===== config.mk =====
export PLATFORM = sky130hd
export DESIGN_NAME = reaction_timer_core
export DESIGN_NICKNAME = d
export VERILOG_FILES = /design/src/rtl/reaction_timer_core.sv
export SDC_FILE = /design/constraint.sdc
export NUM_CORES = 1
export LEC_CHECK = 0
export BUFFER_PORTS_ARGS = -buffer_cell sky130_fd_sc_hd__buf_4
export CAP_MARGIN = 20
export CORE_MARGIN = 2
export CORE_UTILIZATION = 47
export CTS_CLUSTER_DIAMETER = 80
export DETAILED_ROUTE_END_ITERATION = 8
export PLACE_DENSITY = 0.71
export SYNTH_ARGS = -nofsm -noshare
export SYNTH_HDL_FRONTEND = slang
export SYNTH_SLANG_ARGS = --single-unit
export TNS_END_PERCENT = 50

===== constraint.sdc =====
create_clock -name clk -period 2.6 [get_ports clk]
set_input_delay 0.52 -clock clk [delete_from_list [all_inputs] [get_ports clk]]
set_output_delay 0.52 -clock clk [all_outputs]
set_load 0.005 [all_outputs]

===== src/rtl/reaction_timer_core.sv =====
// Reaction timer core: random foreperiod, lamp stimulus, BCD millisecond result.
// Optional best-score register enabled by defining RT_BEST_SCORE_EN.
module reaction_timer_core #(
   parameter int unsigned CLK_HZ       = 100_000_000,
   parameter int unsigned NUM_DIGITS   = 4,
   parameter int unsigned MIN_DELAY_MS = 1000,
   parameter int unsigned RAND_BITS    = 12,
   parameter int unsigned TIMEOUT_MS   = 1000
) (
   input  logic                    clk,
   input  logic                    rst,
   input  logic                    start,
   input  logic                    stop,
   output logic                    led,
   output logic [4*NUM_DIGITS-1:0] bcd,
   output logic                    done,
   output logic                    early,
   output logic                    timeout,
   output logic                    busy
`ifdef RT_BEST_SCORE_EN
   ,
   output logic [4*NUM_DIGITS-1:0] best_bcd
`endif
);

   localparam int unsigned BW  = 4 * NUM_DIGITS;
   localparam int unsigned DIV = CLK_HZ / 1000;
   localparam int unsigned PW  = (DIV > 1) ? $clog2(DIV) : 1;
   localparam int unsigned DW  = $clog2(MIN_DELAY_MS + 2 ** RAND_BITS + 1);

   // Binary to BCD, used only on constants at elaboration.
   function automatic logic [BW-1:0] to_bcd(input int unsigned v);
      logic [BW-1:0] r;
      int unsigned   t;
      r = '0;
      t = v;
      for (int i = 0; i < int'(NUM_DIGITS); i++) begin
         r[4*i +: 4] = 4'(t % 10);
         t           = t / 10;
      end
      return r;
   endfunction

   // Decimal increment with ripple carry across digits.
   function automatic logic [BW-1:0] bcd_inc(input logic [BW-1:0] v);
      logic [BW-1:0] r;
      logic          c;
      r = v;
      c = 1'b1;
      for (int i = 0; i < int'(NUM_DIGITS); i++) begin
         if (c) begin
            if (v[4*i +: 4] == 4'd9) begin
               r[4*i +: 4] = 4'd0;
            end else begin
               r[4*i +: 4] = v[4*i +: 4] + 4'd1;
               c           = 1'b0;
            end
         end
      end
      return r;
   endfunction

   localparam logic [BW-1:0] TIMEOUT_BCD = to_bcd(TIMEOUT_MS);
   localparam logic [BW-1:0] ALL_NINES   = {NUM_DIGITS{4'h9}};

   if (DIV < 2) begin : g_bad_clk
      $error("CLK_HZ/1000 must be at least 2");
   end
   if (TIMEOUT_MS > 10 ** NUM_DIGITS - 1) begin : g_bad_timeout
      $error("TIMEOUT_MS does not fit in NUM_DIGITS BCD digits");
   end

   typedef enum logic [1:0] {StIdle, StWait, StTiming, StResult} state_e;

   state_e          r_state, w_state_next;
   logic            r_start, r_stop;
   logic [PW-1:0]   r_presc;
   logic [15:0]     r_lfsr;
   logic [DW-1:0]   r_delay;
   logic [BW-1:0]   r_bcd;
   logic            r_led, r_done, r_early, r_timeout;
   logic            w_start_edge, w_stop_edge, w_tick, w_enter_run;

   assign w_start_edge = start & ~r_start;
   assign w_stop_edge  = stop & ~r_stop;
   assign w_tick       = (r_presc == PW'(DIV - 1));
   assign w_enter_run  = (w_state_next != r_state) &&
                         ((w_state_next == StWait) || (w_state_next == StTiming));

   // Input history for edge detection, prescaler and LFSR.
   always_ff @(posedge clk or posedge rst) begin
      if (rst) begin
         r_start <= 1'b0;
         r_stop  <= 1'b0;
         r_presc <= '0;
         r_lfsr  <= 16'hACE1;
      end else begin
         r_start <= start;
         r_stop  <= stop;
         if (w_enter_run || w_tick) r_presc <= '0;
         else                       r_presc <= r_presc + PW'(1);
         // Right-shift Galois form of x^16+x^14+x^13+x^11+1; nonzero seed never reaches zero.
         r_lfsr <= {1'b0, r_lfsr[15:1]} ^ (r_lfsr[0] ? 16'hB400 : 16'h0000);
      end
   end

   // State register.
   always_ff @(posedge clk or posedge rst) begin
      if (rst) r_state <= StIdle;
      else     r_state <= w_state_next;
   end

   // Next-state logic; stop beats delay expiry and timeout.
   always_comb begin
      w_state_next = r_state;
      unique case (r_state)
         StIdle, StResult: if (w_start_edge) w_state_next = StWait;
         StWait: begin
            if (w_stop_edge)                              w_state_next = StResult;
            else if (w_tick && (r_delay <= DW'(1)))       w_state_next = StTiming;
         end
         StTiming: begin
            if (w_stop_edge)                              w_state_next = StResult;
            else if (w_tick && (r_bcd == TIMEOUT_BCD))    w_state_next = StResult;
         end
         default: w_state_next = StIdle;
      endcase
   end

   // Datapath: delay countdown, BCD count, lamp and result flags.
   always_ff @(posedge clk or posedge rst) begin
      if (rst) begin
         r_delay   <= '0;
         r_bcd     <= '0;
         r_led     <= 1'b0;
         r_done    <= 1'b0;
         r_early   <= 1'b0;
         r_timeout <= 1'b0;
      end else begin
         unique case (r_state)
            StIdle, StResult: begin
               if (w_start_edge) begin
                  r_delay   <= DW'(MIN_DELAY_MS) + DW'(r_lfsr[RAND_BITS-1:0]);
                  r_done    <= 1'b0;
                  r_early   <= 1'b0;
                  r_timeout <= 1'b0;
               end
            end
            StWait: begin
               if (w_stop_edge) begin
                  r_early <= 1'b1;
                  r_bcd   <= ALL_NINES;
               end else if (w_tick) begin
                  r_delay <= r_delay - DW'(1);
                  if (r_delay <= DW'(1)) begin
                     r_led <= 1'b1;
                     r_bcd <= '0;
                  end
               end
            end
            StTiming: begin
               if (w_stop_edge) begin
                  r_done <= 1'b1;
                  r_led  <= 1'b0;
               end else if (w_tick) begin
                  if (r_bcd == TIMEOUT_BCD) begin
                     r_timeout <= 1'b1;
                     r_led     <= 1'b0;
                  end else begin
                     r_bcd <= bcd_inc(r_bcd);
                  end
               end
            end
            default: ;
         endcase
      end
   end

`ifdef RT_BEST_SCORE_EN
   logic [BW-1:0] r_best;

   // Best valid score; only a timed response can improve it.
   always_ff @(posedge clk or posedge rst) begin
      if (rst) begin
         r_best <= ALL_NINES;
      end else if ((r_state == StTiming) && w_stop_edge && (r_bcd < r_best)) begin
         r_best <= r_bcd;
      end
   end

   assign best_bcd = r_best;
`endif

   // Outputs.
   always_comb begin
      busy    = (r_state == StWait) || (r_state == StTiming);
      led     = r_led;
      bcd     = r_bcd;
      done    = r_done;
      early   = r_early;
      timeout = r_timeout;
   end

endmodule

## Word-level counts from Yosys, hierarchy flattened

Cells that the tools add are included.

- Register bits after elaboration: 70
- Input bits: 4

- Muxes and demuxes: 58
- Equal/unequal tests: 29
- Bitwise operators: 5
- Order comparisons: 1
- Reduce and logical (&&, ||, !) cells: 20
- Add/subtract/negate cells: 7

Operators with widths:

| operator | count |
|---|---|
| $mux 16 | 7 |
| $mux 13 | 3 |
| $pmux 16 s2 | 1 |
| $mux 1 | 28 |
| $mux 4 | 7 |
| $ne 2x2->1 const B | 13 |
| $pmux 13 s2 | 1 |
| $reduce_and 7->1 | 3 |
| $add 17x1->17 const B | 1 |
| $eq 17x17->1 const B | 1 |
| $mux 17 | 1 |
| $add 4x1->4 const B | 4 |
| $eq 16x13->1 const B | 1 |
| $eq 4x4->1 const B | 4 |
| $xor 15x16->16 | 1 |
| $add 10x12->13 const A | 1 |
| $le 13x1->1 const B | 1 |
| $sub 13x1->13 const B | 1 |
| $ne 3x3->1 const B | 4 |
| $reduce_and 6->1 | 2 |
| $mux 2 | 5 |
| $pmux 1 s2 | 4 |
| $eq 2x2->1 const B | 3 |
| $pmux 2 s3 | 1 |
| 12 further kinds | 22 |

## Depth between registers and ports, before layout

Gate-level depths: netlist (run 1).

- Depth after elaboration: 21
- Mapped depth: 11
- Mapped depth without buffers: 8

## Least setup slack after synthesis (run 1)

No wires, ideal clock.

- Path kind: flip-flop to flip-flop
- From: register r_state[0]
- To: register r_presc[11]
- Stages on the path, launching flop included: 10
- Clock period less this slack: 2.254 ns
- Buffers on the path: 1
- Setup slack: 0.346 ns
- Arrival time: 2.135 ns
- Data required time: 2.481 ns
- Path through: dfrtp_1 -> inv_1 -> ha_1 -> o21ba_2 -> a21boi_0 -> o22ai_1 -> a221o_1 -> mux2i_4 -> buf_4 -> nor2_1

- Longest elaborated chain between the ends: 8
- Elaborated cells between the ends (all ways): 18

RTL lines:

| what | RTL line | text |
|---|---|---|
| from (decl) | 75 | `state_e r_state, w_state_next;` |
| from (signal assigned) | 109 | `if (rst) r_state <= StIdle;` |
| from (signal assigned) | 110 | `else r_state <= w_state_next;` |
| $eq 2x2->1, or another cell as far along | 116 | `unique case (r_state)` |
| $reduce_or 2->1, or another cell as far along | 116 |  |
| $pmux 2 s3 | 116 |  |
| $eq 2x1->1 / $eq 2x2->1 (equally long branches) | 88 | `((w_state_next == StWait) \|\| (w_state_next == StTiming));` |
| $logic_or 1x1->1 | 88 |  |
| $logic_and 1x1->1 (*) | 87 | `assign w_enter_run = (w_state_next != r_state) &&` |
| $logic_or 1x1->1 (*) | 100 | `if (w_enter_run \|\| w_tick) r_presc <= '0;` |
| $mux 17 (*) | 100 |  |
| to (signal assigned) | 101 | `else r_presc <= r_presc + PW'(1);` |
| to (decl) | 77 | `logic [PW-1:0] r_presc;` |

Every way passes the cells marked *; elsewhere a longest branch is shown, timed or not.
A chain may end at the register's enable or synchronous reset.

## Worst setup path after layout (run 1)

- From: register r_state[0]
- To: register r_presc[16]

The elaborated chain is that of the path after synthesis.

==> Flow_metrics.wiki, run 1 <==
{| class="wikitable"
! Metric !! Value
|-
| Hold violation total from the final report || 0
|-
| Critical-path maximum fanout || 17
|-
| Count leader, synth || dfrtp_1
|-
| Post-CTS repair timing setup buffer count || 0
|-
| Buffer cell driving the clock tree root || clkbuf_8
|-
| Internal cell power || between 2 and 2.5 mW
|-
| Sequential cell fraction of total power || between 30 and 40%
|-
| Slew at the pin closest to its max-slew limit || roughly 0.53 ns
|-
| Worst reg2reg endpoint || r_presc[16]
|-
| Clock tree from TritonCTS || done
|-
| Maximum clock frequency || 419 MHz
|-
| Synth top cells by count || dfrtp_1, nand2_1, o21ai_0
|-
| Worst clock skew || 0.0145 ns
|-
| Part of the total power dissipated in the clock network || 25.3%
|-
| Run status || completed
|-
| Total Neg Setup Slack || 0 ns
|-
| Synth area leaders || dfrtp_1, ha_1, dfstp_2, o21ai_0, nand2_1
|-
| Die Area || 9250 sq um
|-
| Async SR Flop Fraction || 100%
|-
| Share of Yosys cell area claimed by the top area cell type || between 30% and 40%
|-
| Max Cap Viol || 0
|-
| Type of element launching the critical path || flip-flop
|-
| Maximum vdd drop || between 300 and 400 uV
|-
| CTS sink cnt || 70
|-
| Source-to-sink clock delay at the later pin of the worst-skew pair || about 0.36 ns
|-
| Antenna violations before repair || 0
|-
| Port bufs || 24
|-
| Final antenna diode count || 0
|-
| Cell count of the worst reg-to-reg path || 9
|-
| Starting density of the core || between 40% and 50%
|-
| Final setup viols || 0
|-
| WP data required || about 2.9 ns
|-
| Drt via density || slightly below 6
|-
| Synthesis-stage register bit count || 70
|-
| Critical path endpoint category || flip-flop
|-
| Crit Path Category || flip-flop to flip-flop
|-
| Netlist area before placement || between 3000 and 4000 sq um
|-
| Core Rows || 33
|-
| Total of hold buffers inserted after clock tree synthesis || 0
|-
| Post-synthesis area per instance || 9.67 sq um
|-
| Most common flop cell mapped by yosys || dfrtp_1
|-
| Top cell type by total area after synthesis || dfrtp_1
|-
| Net count reported at finish || 470
|-
| Filler-free cell count of the finished design || approximately 560
|-
| Horizontal die dimension || between 90 and 100 microns
|-
| RSZ-0062 raised after global routing || false
|-
| Layout area overhead || 14.0%
|-
| Setup slack, reg-to-reg || 0.21 ns
|-
| Post-CTS clock slew at the launch and capture registers of the worst setup and hold paths || approximately 0.08 ns
|-
| Part of the cycle the worst path needs || roughly 90%
|-
| Arrival time reported for the critical path endpoint || 2.63 ns
|-
| Hold Crit Class || primary input to asynchronous set/reset pin
|-
| Distinct cell type count of the synthesized netlist || 66
|-
| Number of remaining DRC errors || 0
|-
| Routability congestion estimate from global placement || a little over 0.8
|-
| Number of H-tree levels || 3
|-
| Length of the first detailed-routing pass in iterations || 5
|-
| Average wire per cell in the routed design || 15.7 microns
|-
| Fraction of power spent switching nets || 38.3%
|-
| Via count of the first global-routing pass || 3114
|-
| Post-synth net total || 434
|-
| Overflow left after global routing || 0
|-
| Number of DRC markers after the initial detailed-route iteration || 211
|-
| Final core utilization || between 50% and 60%
|-
| Ratio of total power to cell area || 857 nW/um^2
|-
| Start of the worst register-to-register path || r_state[0]
|-
| Static leakage || approximately 1.9 nW
|-
| Vertical die dimension || slightly below 100 microns
|-
| Layout cell share with drive strength beyond 1 || 17.8%
|-
| Sum of net half-perimeters after detailed placement || ~6200 microns
|-
| Proportion of power drawn by combinational gates || 34.9%
|-
| Clock Path Buffers || 2
|-
| Fin. max-slew vios || 0
|-
| Slew HR || 64.6%
|-
| Vias || approximately 3.3k
|-
| Number of instances in the synthesized netlist || between 400 and 500
|-
| Min cycle time layout || between 2 and 2.5 ns
|-
| Residual antenna-violating net count after detailed routing || 0
|-
| DP Cell Count || about 540
|-
| Maximum number of pins on one net before global-route repair || slightly above 70
|-
| Global Route Usage Sum || approximately a fifth
|-
| Post-synth EDFFs || 0
|-
| Inserted Clock Buffers || 9
|-
| Total core area || between 8000 and 9000 sq um
|-
| Proportion of synthesized chip area in sequential cells || ~44%
|-
| WL final || just under 9000 microns
|-
| First-pass GRT wire length || between 10000 and 15000 microns
|-
| Total number of yosys warnings || 0
|-
| Total I/O pin count || 25
|-
| Net Switching || between 1 and 1.5 mW
|}
[power by group through the flow]
stage / registers [mW] / logic (mW) / clock network, mW
floorplan: 1.50 / 0.975 / 0
global placement: 1.55 / 1.30 / 0
detailed placement: 1.57 / 1.34 / 0
CTS: 1.55 / 1.35 / 1.00
global route: 1.59 / 1.53 / 1.05
finish: 1.55 / 1.36 / 0.986
[worst max-delay path, cell delays in order (launching register included)]
cell      delay, ns
dfrtp_1        0.38
inv_1          0.09
ha_1           0.39
o21ba_2        0.30
a21boi_0       0.19
o22ai_1        0.15
a221o_1        0.38
mux2i_4        0.15
buf_6          0.19
nor2_1         0.07
[cells in the final DEF, fill, tap and decap left out, types with 3 or more instances in the layout]
master / n
dfstp_2: 8
nor3_1: 19
o31ai_1: 3
dfrtp_1: 62
a21oi_1: 24
nand4_1: 8
o22ai_1: 7
nand2b_1: 3
xor2_1: 12
nand3_1: 18
inv_1: 18
a211oi_1: 3
nand2_1: 40
a31oi_1: 6
clkbuf_8: 9
a22o_1: 4
nor4_1: 4
nand3b_1: 3
o211ai_1: 4
xnor2_1: 13
and2_1: 3
ha_1: 17
buf_4: 37
o21ai_0: 35
and4_1: 4
a41oi_1: 3
nor2_1: 30
[registers in the layout, indices dropped and copies added (netlist names)]
name     count
r_presc     17
bcd         16
r_lfsr      16
r_delay     13
r_state      2
done         1
early        1
led          1
r_start      1
r_stop       1
timeout      1
[kinds of logic (layout without fill, tap and decap cells)]
| kind of cell | after synthesis | in the layout | synth area share [%] |
|---|---|---|---|
| adders and majority gates | 17 | 17 | 5.33 |
| and+or+nand+nor | 157 | 157 | 22.3 |
| muxes | 3 | 3 | 1.10 |
| DFF | 70 | 70 | 44.1 |
| xor gates and xnor gates | 25 | 25 | 5.48 |
| AOI/OAI and AO/OA | 108 | 108 | 17.3 |
| buffers and inverters | 33 | 74 | 4.39 |
[final cells by class]
class / instances / area, sq um
fillers: 717 / 3670
multi-input cells: 310 / 2060
flip-flops and latches: 70 / 1760
repair buffers: 39 / 309
well taps: 105 / 131
clock buffers: 9 / 124
clock inverters: 7 / 97.6
inverters: 19 / 71.3
[what timing repair did]
item	in CTS	in global routing
setup endpoints to repair	0	5
hold endpoints to repair	0	0
gates resized for setup	0	1
[metrics by stage]
stage	area (sq um)	hold WS [ns]	setup WS, ns	power [mW]
2_1_floorplan	3990	0.333	0.325	2.48
3_3_place_gp	4330	0.336	0.282	2.86
3_5_place_dp	4330	0.353	0.217	2.91
4_1_cts	4550	0.252	0.195	3.89
5_1_grt	4550	0.272	0.0338	4.17
6_report	4550	0.236	0.212	3.90
[per-layer routing]
metal | up-vias | GRT usage, % | share of wire (%)
li1 | 1589 | - | -
met1 | 1589 | 29.6 | 48
met2 | 91 | 31.0 | 45
met3 | 10 | 4.31 | 5.1
met4 | 0 | 8.21 | 1.6
met5 | - | 0 | 0
[how the worst max path moves through the flow]
stage,startpoint,end
3_5_place_dp,r_state[0],r_presc[1]
3_3_place_gp,r_state[0],r_presc[3]
6_report,r_state[0],r_presc[16]
2_1_floorplan,rst,bcd[0]
5_1_grt,r_presc[0],bcd[11]
4_1_cts,r_state[0],r_presc[16]
Note: power is estimated with default switching activity, not from simulation.
==> run 2: changes to the inputs <==
--- a/config.mk
+++ b/config.mk
@@ -5,6 +5,7 @@
 export SDC_FILE = /design/constraint.sdc
 export NUM_CORES = 1
 export LEC_CHECK = 0
+export ABC_AREA = 1
 export BUFFER_PORTS_ARGS = -buffer_cell sky130_fd_sc_hd__buf_4
 export CAP_MARGIN = 20
 export CORE_MARGIN = 2
==> run 2 against run 1 <==
Against the previous run: cell count is 16% higher; sequential share of layout area is 0.26 points higher; non-clock buffer count is 10 lower; first-iteration DRC count is 25% lower; critical path type unchanged; largest power group is now combinational logic.
==> Flow_metrics.wiki, run 2 <==
{| class="wikitable"
! Metric !! Value
|-
| Run status || completed
|-
| Netlist area before placement || about 4000 sq um
|-
| Start of the worst register-to-register path || r_state[0]
|-
| Largest stage delay on the critical path || 0.51 ns
|-
| Final antenna diode count || 0
|-
| Worst Setup Slack, final || about 0.31 ns
|-
| Hold violation total from the final report || 0
|-
| Count leader, synth || nand2_1
|-
| Register ranked first by flip-flop count || r_presc
|-
| Total number of yosys warnings || 0
|-
| Layout area overhead || 12.7%
|-
| Distinct cell type count of the synthesized netlist || 33
|-
| Horizontal die dimension || a little under 100 microns
|-
| Global Route Usage Sum || 19.7%
|-
| Starting density of the core || about half
|-
| Post-CTS repair timing setup buffer count || 0
|-
| Sum of net half-perimeters after detailed placement || ~6100 microns
|-
| Vias || approximately 3.4k
|-
| Final setup viols || 0
|-
| Layout cell share with drive strength beyond 1 || approximately 15%
|-
| Final core utilization || between 50% and 60%
|-
| Largest family of logic cells by synthesized area || simple AND/OR/NAND/NOR gates
|-
| Sum of internal, switching and leakage power || between 4 and 5 mW
|-
| Drt via density || between 5 and 6
|-
| Part of the cycle the worst path needs || between 80% and 90%
|-
| Net count reported at finish || 562
|-
| DP Cell Count || 635
|-
| Total core area || 8260 sq um
|-
| Synth area leaders || dfrtp_1, nand2_1, o21ai_0, inv_1, nor2_1
|-
| Residual antenna-violating net count after detailed routing || 0
|-
| Highest-count cells in the layout ignoring fill and taps || nand2_1, inv_1, nor2_1, dfrtp_1, o21ai_0
|-
| Static leakage || ~2.2 nW
|-
| Worst setup slack before clock tree synthesis || about 0.32 ns
|-
| Maximum number of pins on one net before global-route repair || 47
|-
| Core Rows || 33
|-
| Number of instances in the synthesized netlist || approximately 510
|-
| Via count of the first global-routing pass || between 3k and 4k
|-
| Port bufs || 24
|-
| Worst clock skew || 0.0121 ns
|-
| Maximum clock frequency || 436 MHz
|-
| Min cycle time layout || around 2.3 ns
|-
| First-pass GRT wire length || between 10000 and 15000 microns
|-
| Setup slack, reg-to-reg || around 0.31 ns
|-
| Average wire per cell in the routed design || roughly 13 microns
|-
| Most common flop cell mapped by yosys || dfrtp_1
|-
| Cells along the critical path || inv_1, ha_1, nor2_1, o22ai_1, a21oi_1, nand3_1, nand3_4, nor2_1
|-
| Fin. max-slew vios || 0
|-
| Critical-path maximum fanout || 17
|-
| Proportion of synthesized chip area in sequential cells || a little over two fifths
|-
| Share of Yosys cell area claimed by the top area cell type || 38.7%
|-
| WL final || around 8000 microns
|-
| Die Area || a little over 9000 sq um
|-
| Top cell type by total area after synthesis || dfrtp_1
|-
| Async SR Flop Fraction || 100%
|-
| Total I/O pin count || 25
|-
| Area of placed instances || around 4300 sq um
|-
| Slew HR || 63.4%
|-
| Inserted Clock Buffers || 9
|-
| Synth top cells by count || nand2_1, inv_1, nor2_1
|-
| Type of element launching the critical path || flip-flop
|-
| RSZ-0062 raised after global routing || false
|-
| Post-synthesis compound-gate area fraction || between 10% and 20%
|-
| CTS-repair resized insts || 0
|-
| Clock Path Buffers || 2
|-
| Commonest non-fill, non-tap cell in the layout || nand2_1
|-
| Max Cap Viol || 0
|-
| Post-synth EDFFs || 0
|-
| Arrival time reported for the critical path endpoint || ~2.6 ns
|-
| Post-synth net total || about 530
|-
| Mux cell area share after synthesis || 0%
|-
| Filler-free cell count of the finished design || 651
|-
| Hold Crit Class || primary input to asynchronous set/reset pin
|-
| Simple logic cell fraction of the synthesized area || 26.6%
|-
| Critical path endpoint category || flip-flop
|-
| Routability congestion estimate from global placement || slightly above 0.8
|-
| Number of remaining DRC errors || 0
|-
| Length of the first detailed-routing pass in iterations || 4
|-
| Buffer cell driving the clock tree root || clkbuf_8
|-
| Total Neg Setup Slack || 0 ns
|-
| CTS sink cnt || 70
|-
| Most frequent CP cell || nor2_1
|-
| Post-Synth Adder-Cell Area || about 5.3%
|-
| Number of H-tree levels || 3
|-
| Fin Hold WS || about 0.22 ns
|-
| Overflow left after global routing || 0
|-
| Largest register FFs || 17
|-
| Source-to-sink clock delay at the later pin of the worst-skew pair || about 0.34 ns
|-
| WP data required || roughly 2.9 ns
|-
| Crit Path Category || flip-flop to flip-flop
|-
| Post-CTS clock slew at the launch and capture registers of the worst setup and hold paths || around 0.080 ns
|-
| Slowest cell on the critical path || ha_1
|-
| Number of DRC markers after the initial detailed-route iteration || roughly 160
|-
| Vertical die dimension || between 90 and 100 microns
|-
| Launching instance or port of the critical path || r_state[0]
|-
| Clock tree from TritonCTS || done
|-
| Total of hold buffers inserted after clock tree synthesis || 0
|-
| Ratio of total power to cell area || about 1000 nW/um^2
|-
| Cell area after layout || between 4000 and 5000 sq um
|-
| Antenna violations before repair || 0
|-
| Slew at the pin closest to its max-slew limit || about 0.55 ns
|-
| Xor and xnor fraction of the mapped netlist area || roughly 4.1%
|-
| Synthesis-stage register bit count || 70
|-
| Maximum vdd drop || slightly below 600 uV
|-
| Post-synthesis area per instance || about 7.9 sq um
|-
| Filler cell count || 789
|}
run 2: logic make-up after synthesis:
logic type                 after synthesis
and+or+nand+nor                        231
AOI/OAI and AO/OA                       92
buffers and inverters                   79
DFF                                     70
xor gates and xnor gates                19
adders and majority gates               17
run 2: final timing paths:
kind,to,cells past startpoint
hold / removal,r_lfsr[3],2
setup reg to reg,r_presc[5],8
hold reg to reg,r_lfsr[11],0
max in group asynchronous,r_lfsr[11],3
setup / recovery,r_presc[5],8
min in group clk,r_stop,1
run 2: final cells by class:
cell class                      count  area, sq um  share of cell area, %
Sequential cell                    70         1760                   39.0
Tap cell                          105          131                   2.91
Clock inverter                      6         63.8                   1.41
Inverter                           72          270                   5.98
Timing Repair Buffer               29          230                   5.09
Multi-Input combinational cell    359         1940                   42.8
Clock buffer                       10          128                   2.82
run 2: worst max-delay path, delay by kind of cell, from the launching register on:
kind	cells	cell delay, ns
AND/OR/NAND/NOR	4	0.83
AO/OA/AOI/OAI	2	0.36
adder cells (fa/ha/maj)	1	0.51
buffers and inverters	1	0.13
flip-flops	1	0.40
run 2: metal layers:
layer | share of wire [%] | track usage [%] | vias to the layer above
li1 | - | - | 1700
met1 | 47 | 25.9 | 1620
met2 | 48 | 33.0 | 57
met4 | 1.0 | 7.04 | 0
met5 | 0 | 0 | -
met3 | 3.3 | 3.18 | 7
run 2: report_power, final:
| group | leakage (nW) | switching, mW | internal, mW | total, mW |
|---|---|---|---|---|
| Combinational | 1.18 | 1.50 | 0.757 | 2.25 |
| Clock | 0.0923 | 0.419 | 0.442 | 0.860 |
| Sequential | 0.904 | 0.225 | 1.32 | 1.55 |
| Total | 2.18 | 2.14 | 2.52 | 4.66 |
